[src/rtl/types_pkg.sv]
// Shared types for the scenario scheduler: sequence table entry, scheduler states and
// the input/output bundles exchanged with the top level and the scenario FSMs.
package types_pkg;

    localparam int SCEN_ID_W = 8;
    localparam int REPEAT_W  = 8;

    typedef struct packed {
        logic start;
    } input_signals_t;

    typedef struct packed {
        logic       output_trigger;
        logic [7:0] scenario_state;
        logic       valid_scenario;
    } output_signals_t;

    typedef struct packed {
        logic [SCEN_ID_W-1:0] scen_id;
        logic [REPEAT_W-1:0]  rpt;
    } seq_entry_t;

    typedef enum logic [3:0] {
        S_IDLE      = 4'd0,
        S_ARMED     = 4'd1,
        S_LOAD      = 4'd2,
        S_LAUNCH    = 4'd3,
        S_WAIT_BUSY = 4'd4,
        S_WAIT_DONE = 4'd5,
        S_NEXT      = 4'd6,
        S_DONE      = 4'd7,
        S_ERROR     = 4'd8
    } sched_state_e;

endpackage

[src/rtl/scenario_scheduler.sv]
// Runs a programmed table of scenario FSMs back to back, each a programmed number of times,
// gating their starts and muxing the active scenario's trigger onto the output (1-cycle lag).
module scenario_scheduler
    import types_pkg::*;
#(
    parameter int N_SCEN    = 4,
    parameter int SEQ_DEPTH = 8,
    localparam int AW       = $clog2(SEQ_DEPTH),
    localparam int IDW      = (N_SCEN > 1) ? $clog2(N_SCEN) : 1
) (
    input  logic                          clk_i,
    input  logic                          rst_ni,
    input  input_signals_t                in_i,
    input  logic                          seq_wr_en_i,
    input  logic [AW-1:0]                 seq_wr_addr_i,
    input  seq_entry_t                    seq_wr_data_i,
    input  logic [AW:0]                   seq_len_i,
    input  logic [31:0]                   timeout_i,
    input  logic                          arm_i,
    input  logic                          abort_i,
    input  output_signals_t [N_SCEN-1:0]  scen_out_i,
    output logic [N_SCEN-1:0]             scen_start_o,
    output output_signals_t               out_o,
    output logic                          busy_o,
    output logic                          done_o,
    output logic                          error_o,
    output logic [AW-1:0]                 cur_index_o,
    output logic [7:0]                    cur_repeat_o
);

    sched_state_e      state_q;
    seq_entry_t        table_q [SEQ_DEPTH];
    logic [AW:0]       seq_len_q;
    logic [AW-1:0]     cur_index_q;
    logic [7:0]        cur_repeat_q;
    logic [IDW-1:0]    cur_id_q;
    logic [31:0]       cnt_q;
    logic [N_SCEN-1:0] scen_start_q;
    logic              trig_q;
    logic              error_q;
    logic              valid_q;
    logic              arm_q;
    logic              start_q;

    seq_entry_t        entry_d;
    output_signals_t   act_d;
    logic              arm_rise_d;
    logic              start_rise_d;
    logic [31:0]       cnt_inc_d;
    logic              tmo_d;
    logic              act_busy_d;
    logic              bad_id_d;
    logic [AW:0]       next_index_d;
    logic [N_SCEN-1:0] load_onehot_d;
    logic [N_SCEN-1:0] cur_onehot_d;
    logic              unused_act_valid;

    assign entry_d       = table_q[cur_index_q];
    assign act_d         = scen_out_i[cur_id_q];
    assign arm_rise_d    = arm_i & ~arm_q;
    assign start_rise_d  = in_i.start & ~start_q;
    // Counter saturates rather than wrapping; timeout compares against the post-increment value.
    assign cnt_inc_d     = (cnt_q == 32'hFFFF_FFFF) ? cnt_q : cnt_q + 32'd1;
    assign tmo_d         = (timeout_i != 32'd0) && (cnt_inc_d == timeout_i);
    assign act_busy_d    = (act_d.scenario_state != 8'd0);
    assign bad_id_d      = ({24'd0, entry_d.scen_id} >= 32'(N_SCEN));
    assign next_index_d  = {1'b0, cur_index_q} + (AW+1)'(1);
    assign load_onehot_d = N_SCEN'(1) << entry_d.scen_id[IDW-1:0];
    assign cur_onehot_d  = N_SCEN'(1) << cur_id_q;
    assign unused_act_valid = act_d.valid_scenario;

    always_ff @(posedge clk_i or negedge rst_ni) begin
        if (!rst_ni) begin
            for (int i = 0; i < SEQ_DEPTH; i++) begin
                table_q[i] <= '0;
            end
        end else if (seq_wr_en_i && (state_q == S_IDLE)
                     && ({1'b0, seq_wr_addr_i} < (AW+1)'(SEQ_DEPTH))) begin
            table_q[seq_wr_addr_i] <= seq_wr_data_i;
        end
    end

    always_ff @(posedge clk_i or negedge rst_ni) begin
        if (!rst_ni) begin
            state_q      <= S_IDLE;
            seq_len_q    <= '0;
            cur_index_q  <= '0;
            cur_repeat_q <= '0;
            cur_id_q     <= '0;
            cnt_q        <= '0;
            scen_start_q <= '0;
            trig_q       <= 1'b0;
            error_q      <= 1'b0;
            valid_q      <= 1'b0;
            arm_q        <= 1'b0;
            start_q      <= 1'b0;
        end else begin
            arm_q        <= arm_i;
            start_q      <= in_i.start;
            valid_q      <= 1'b1;
            scen_start_q <= '0;
            trig_q       <= 1'b0;
            if (abort_i) begin
                state_q <= S_IDLE;
            end else begin
                case (state_q)
                    S_IDLE: begin
                        if (arm_rise_d) begin
                            seq_len_q    <= seq_len_i;
                            error_q      <= 1'b0;
                            cur_index_q  <= '0;
                            cur_repeat_q <= '0;
                            state_q      <= (seq_len_i == '0) ? S_DONE : S_ARMED;
                        end
                    end
                    S_ARMED: begin
                        if (start_rise_d) state_q <= S_LOAD;
                    end
                    S_LOAD: begin
                        if (bad_id_d) begin
                            error_q <= 1'b1;
                            state_q <= S_ERROR;
                        end else if (entry_d.rpt == 8'd0) begin
                            // Zero cur_repeat so NEXT moves straight on to the following entry.
                            cur_repeat_q <= '0;
                            state_q      <= S_NEXT;
                        end else begin
                            cur_repeat_q <= entry_d.rpt;
                            cur_id_q     <= entry_d.scen_id[IDW-1:0];
                            scen_start_q <= load_onehot_d;
                            state_q      <= S_LAUNCH;
                        end
                    end
                    S_LAUNCH: begin
                        cnt_q   <= '0;
                        state_q <= S_WAIT_BUSY;
                    end
                    S_WAIT_BUSY: begin
                        if (act_busy_d) begin
                            trig_q  <= act_d.output_trigger;
                            cnt_q   <= '0;
                            state_q <= S_WAIT_DONE;
                        end else if (tmo_d) begin
                            error_q <= 1'b1;
                            state_q <= S_ERROR;
                        end else begin
                            trig_q  <= act_d.output_trigger;
                            cnt_q   <= cnt_inc_d;
                        end
                    end
                    S_WAIT_DONE: begin
                        if (!act_busy_d) begin
                            trig_q  <= act_d.output_trigger;
                            state_q <= S_NEXT;
                        end else if (tmo_d) begin
                            error_q <= 1'b1;
                            state_q <= S_ERROR;
                        end else begin
                            trig_q  <= act_d.output_trigger;
                            cnt_q   <= cnt_inc_d;
                        end
                    end
                    S_NEXT: begin
                        if (cur_repeat_q > 8'd1) begin
                            cur_repeat_q <= cur_repeat_q - 8'd1;
                            scen_start_q <= cur_onehot_d;
                            state_q      <= S_LAUNCH;
                        end else if (next_index_d < seq_len_q) begin
                            cur_index_q <= next_index_d[AW-1:0];
                            state_q     <= S_LOAD;
                        end else begin
                            state_q <= S_DONE;
                        end
                    end
                    S_DONE: begin
                        state_q <= S_IDLE;
                    end
                    S_ERROR: begin
                        if (!arm_i) state_q <= S_IDLE;
                    end
                    default: begin
                        state_q <= S_IDLE;
                    end
                endcase
            end
        end
    end

    assign scen_start_o         = scen_start_q;
    assign out_o.output_trigger = trig_q;
    assign out_o.scenario_state = {4'd0, state_q};
    assign out_o.valid_scenario = valid_q;
    assign busy_o  = !((state_q == S_IDLE) || (state_q == S_DONE) || (state_q == S_ERROR));
    assign done_o  = (state_q == S_DONE);
    assign error_o = error_q;
    assign cur_index_o  = cur_index_q;
    assign cur_repeat_o = cur_repeat_q;

endmodule

[config.mk]
export PLATFORM = sky130hd
export DESIGN_NAME = scenario_scheduler
export DESIGN_NICKNAME = d
export VERILOG_FILES = /design/src/rtl/types_pkg.sv /design/src/rtl/scenario_scheduler.sv
export SDC_FILE = /design/constraint.sdc
export NUM_CORES = 1
export LEC_CHECK = 0
export CORE_UTILIZATION = 57
export DETAILED_ROUTE_END_ITERATION = 10
export GPL_ROUTABILITY_DRIVEN = 0
export PLACE_DENSITY_LB_ADDON = 0.1
export SLEW_MARGIN = 20
export SYNTH_ARGS = -nofsm -noshare
export SYNTH_HDL_FRONTEND = slang
export SYNTH_SLANG_ARGS = --single-unit
[constraint.sdc]
create_clock -name clk_i -period 4.46 [get_ports clk_i]
set_input_delay 0.892 -clock clk_i [delete_from_list [all_inputs] [get_ports clk_i]]
set_output_delay 0.892 -clock clk_i [all_outputs]
set_load 0.01 [all_outputs]
==> out/metrics.yaml <==
period_minus_slack_ns: 4.11
critical_path.top_delay_family: "simple AND/OR/NAND/NOR gates"
post_drt_wl_per_cell_um: 20.8
grt_max_degree: 95
synth-edff-count: 0
use_met3_pct: 4.59
place_area_sq_mm: 0.0123
hold_violations: 0
critical_path_buf_inv_count: 2
area_growth_pct: 20.5
hold_path_class: "in2async"
clockBufferDepth: 2
criticalPathCategory: "reg2reg"
status: "finished, violations left"
antenna_found_initial: 0
final_nets: 1228
cp-start-kind: "flip-flop"
dr.pass1.iters: 9
synth_top_area_cell: "dfrtp_1"
path_cells: "and4_1 > nand4_1 > buf_4 > a21oi_1 > nand4_1 > xnor2_1 > nand4b_1 > or4_4 > o21ai_4 > buf_4 > nor2_1 > a221o_1"
cp_max_fo: 14
synthCells: 1000
track_usage_pct: 30.4
final_cells: 1362
core-area_sq_mm: 0.0182
ys_top_cells_by_count: "dfrtp_1 (190), mux2_2 (136), nor2_1 (68)"
syn_area_sq_mm: 0.0107
postCtsSetupBuffers: 0
drt_iter0_markers: 891
numCtsBuffers: 17
cap_violations: 0
crit_slowest_cell: "or4_4"
initial_core_util_pct: 58.9
vias: 8720
num_io_pins: 129
finalSetupViolCount: 0
synth_seq_cells: 190
clock_tree.root_cell: "clkbuf_16"
hold_buffers: 0
arrival_ns: 4.43
leakage_nw: 5.11
fp.dieH_um: 139
diodes: 0
clock.fmax_ghz: 0.243
die_area_sq_mm: 0.0194
fin_util_pct: 71.0
violations: "DRC"
cpPeakStageDelay_ns: 0.50
dp_hpwl_mm: 19.8
finalSetupTns_ns: 0
cts_resized: 0
p_total_mw: 5.80
die_w_um: 139
grt_pass1_wl_mm: 45.7
worstMarginPinSlew_ns: 1.05
skew_ns: 0.0175
drive_above_1_share_pct: 21.4
std_cell_rows: 49
ys_types: 68
yosys_warnings: 0
rr_worst_depth: 12
met1_usage_pct: 40.2
grt_pass1_vias: 8680
fin_area_sq_mm: 0.0129
relSlewSlack_pct: 29.7
peakVddDrop_mv: 0.440
report.final.slew_viol_count: 0
post-synth-top-area-fraction_pct: 44.3
worstSkewPairLatency_ns: 0.44
end_kind: "flip-flop"
cts_tree: "yes"
rsz0062_at_grt: "no"
synthArstFlopShare_pct: 100
synth-main-ff-cell: "dfrtp_1"
post-route-drc-count: 7
h-tree-depth: 4
finalWirelength_mm: 28.3
ys_top_cells_by_area: "dfrtp_1 (44%), mux2_2 (14%), mux4_2 (4.4%)"
worst_ep_required_time_ns: 4.77
viasPerCell: 6.40
power_density_mw_per_mm2: 449
clkTransAtPathRegs_ns: 0.08
min_period_over_period_pct: 92.2
yosysSeqAreaShare_pct: 44.3
synth_most_common_cell: "dfrtp_1"
clock-sinks: 190
avgSynthCellArea_sq_um: 10.7
grt_overflow_total: 0
ant_nets: 0
port_buffers: 120
path_depth: 12
gr-max-usage-layer: "met2"
gr-usage-met2_pct: 50.0
dp.cells: 1330
[through the flow]
step | setup WS [ns] | hold WS, ns
CTS | 0.459 | 0.505
global placement | 0.465 | 0.481
global route | 0.122 | 0.517
finish | 0.346 | 0.504
detailed placement | 0.464 | 0.488
floorplan | 0.774 | 0.470
[final cells by class]
class / count / area [sq um]
clock buffer: 17 / 425
inverter: 12 / 45.0
sequential: 190 / 4760
multi-input combinational: 734 / 5650
timing repair buffer: 165 / 1560
clock inverter: 15 / 206
fill: 1355 / 5280
tap: 229 / 287
[report_power, final]
group          leakage, nW  total, mW  switching (mW)  internal (mW)
registers             2.39       2.71           0.361           2.35
logic                 2.43       1.49           0.613          0.880
clock network        0.300       1.59           0.816          0.778
[layout by cell type (no fill, tap or decap), types with 18 or more instances in the layout]
master,n
o31ai_1,21
a21oi_1,25
buf_4,44
xor2_1,19
mux4_2,21
dfrtp_1,189
mux2_2,136
a2bb2oi_1,21
nand4_1,22
nor4_1,34
nor2_1,68
clkdlybuf4s50_1,119
nand2_1,63
xnor2_1,35
o21ai_0,39
nand3_1,36
nor3_1,18
[worst paths after layout]
check	to	startpoint	slack, ns
max reg2reg	cnt_q[11]$_DFFE_PN0P_	cnt_q[14]$_DFFE_PN0P_	0.35
max in group asynchronous	table_q[121]$_DFFE_PN0P_	rst_ni	3.02
min reg2reg	table_q[92]$_DFFE_PN0P_	table_q[92]$_DFFE_PN0P_	0.51
min in group clk_i	table_q[92]$_DFFE_PN0P_	table_q[92]$_DFFE_PN0P_	0.51
max	cnt_q[11]$_DFFE_PN0P_	cnt_q[14]$_DFFE_PN0P_	0.35
min	valid_q$_DFF_PN0_	rst_ni	0.50
[worst register-to-register path: cells and delay by family (launching register included)]
family	cells	cell delay, ns
AO/OA/AOI/OAI	3	0.81
XOR/XNOR	1	0.43
buffers and inverters	2	0.52
flip-flops	1	0.49
AND/OR/NAND/NOR	6	1.74
[per-layer routing]
layer  wire length [um]  up-vias
li1                   -     3986
met1              12100     4307
met2              13700      355
met3               1620       72
met4                900        0
met5                  0        -
[flip-flops by register name (all words and copies together) (netlist names), 2 cells and up]
name and cells:
seq_len_q 4, cur_index_o 3, state_q 4, cur_repeat_o 8, scen_start_o 4, cur_id_q 2
cnt_q 32, table_q 128
[kinds of logic (layout without fill, tap and decap cells)]
group	after synthesis	in the layout	synth area share (%)
other	2	5	0.0700
adders and majority gates	7	7	0.816
muxes	167	167	19.6
buffers and inverters	79	209	3.16
and+or+nand+nor	329	329	16.2
DFF	190	190	44.3
AOI/OAI and AO/OA	172	172	11.4
xor gates and xnor gates	54	54	4.41
No activity file was read; power rests on OpenSTA's default activity.
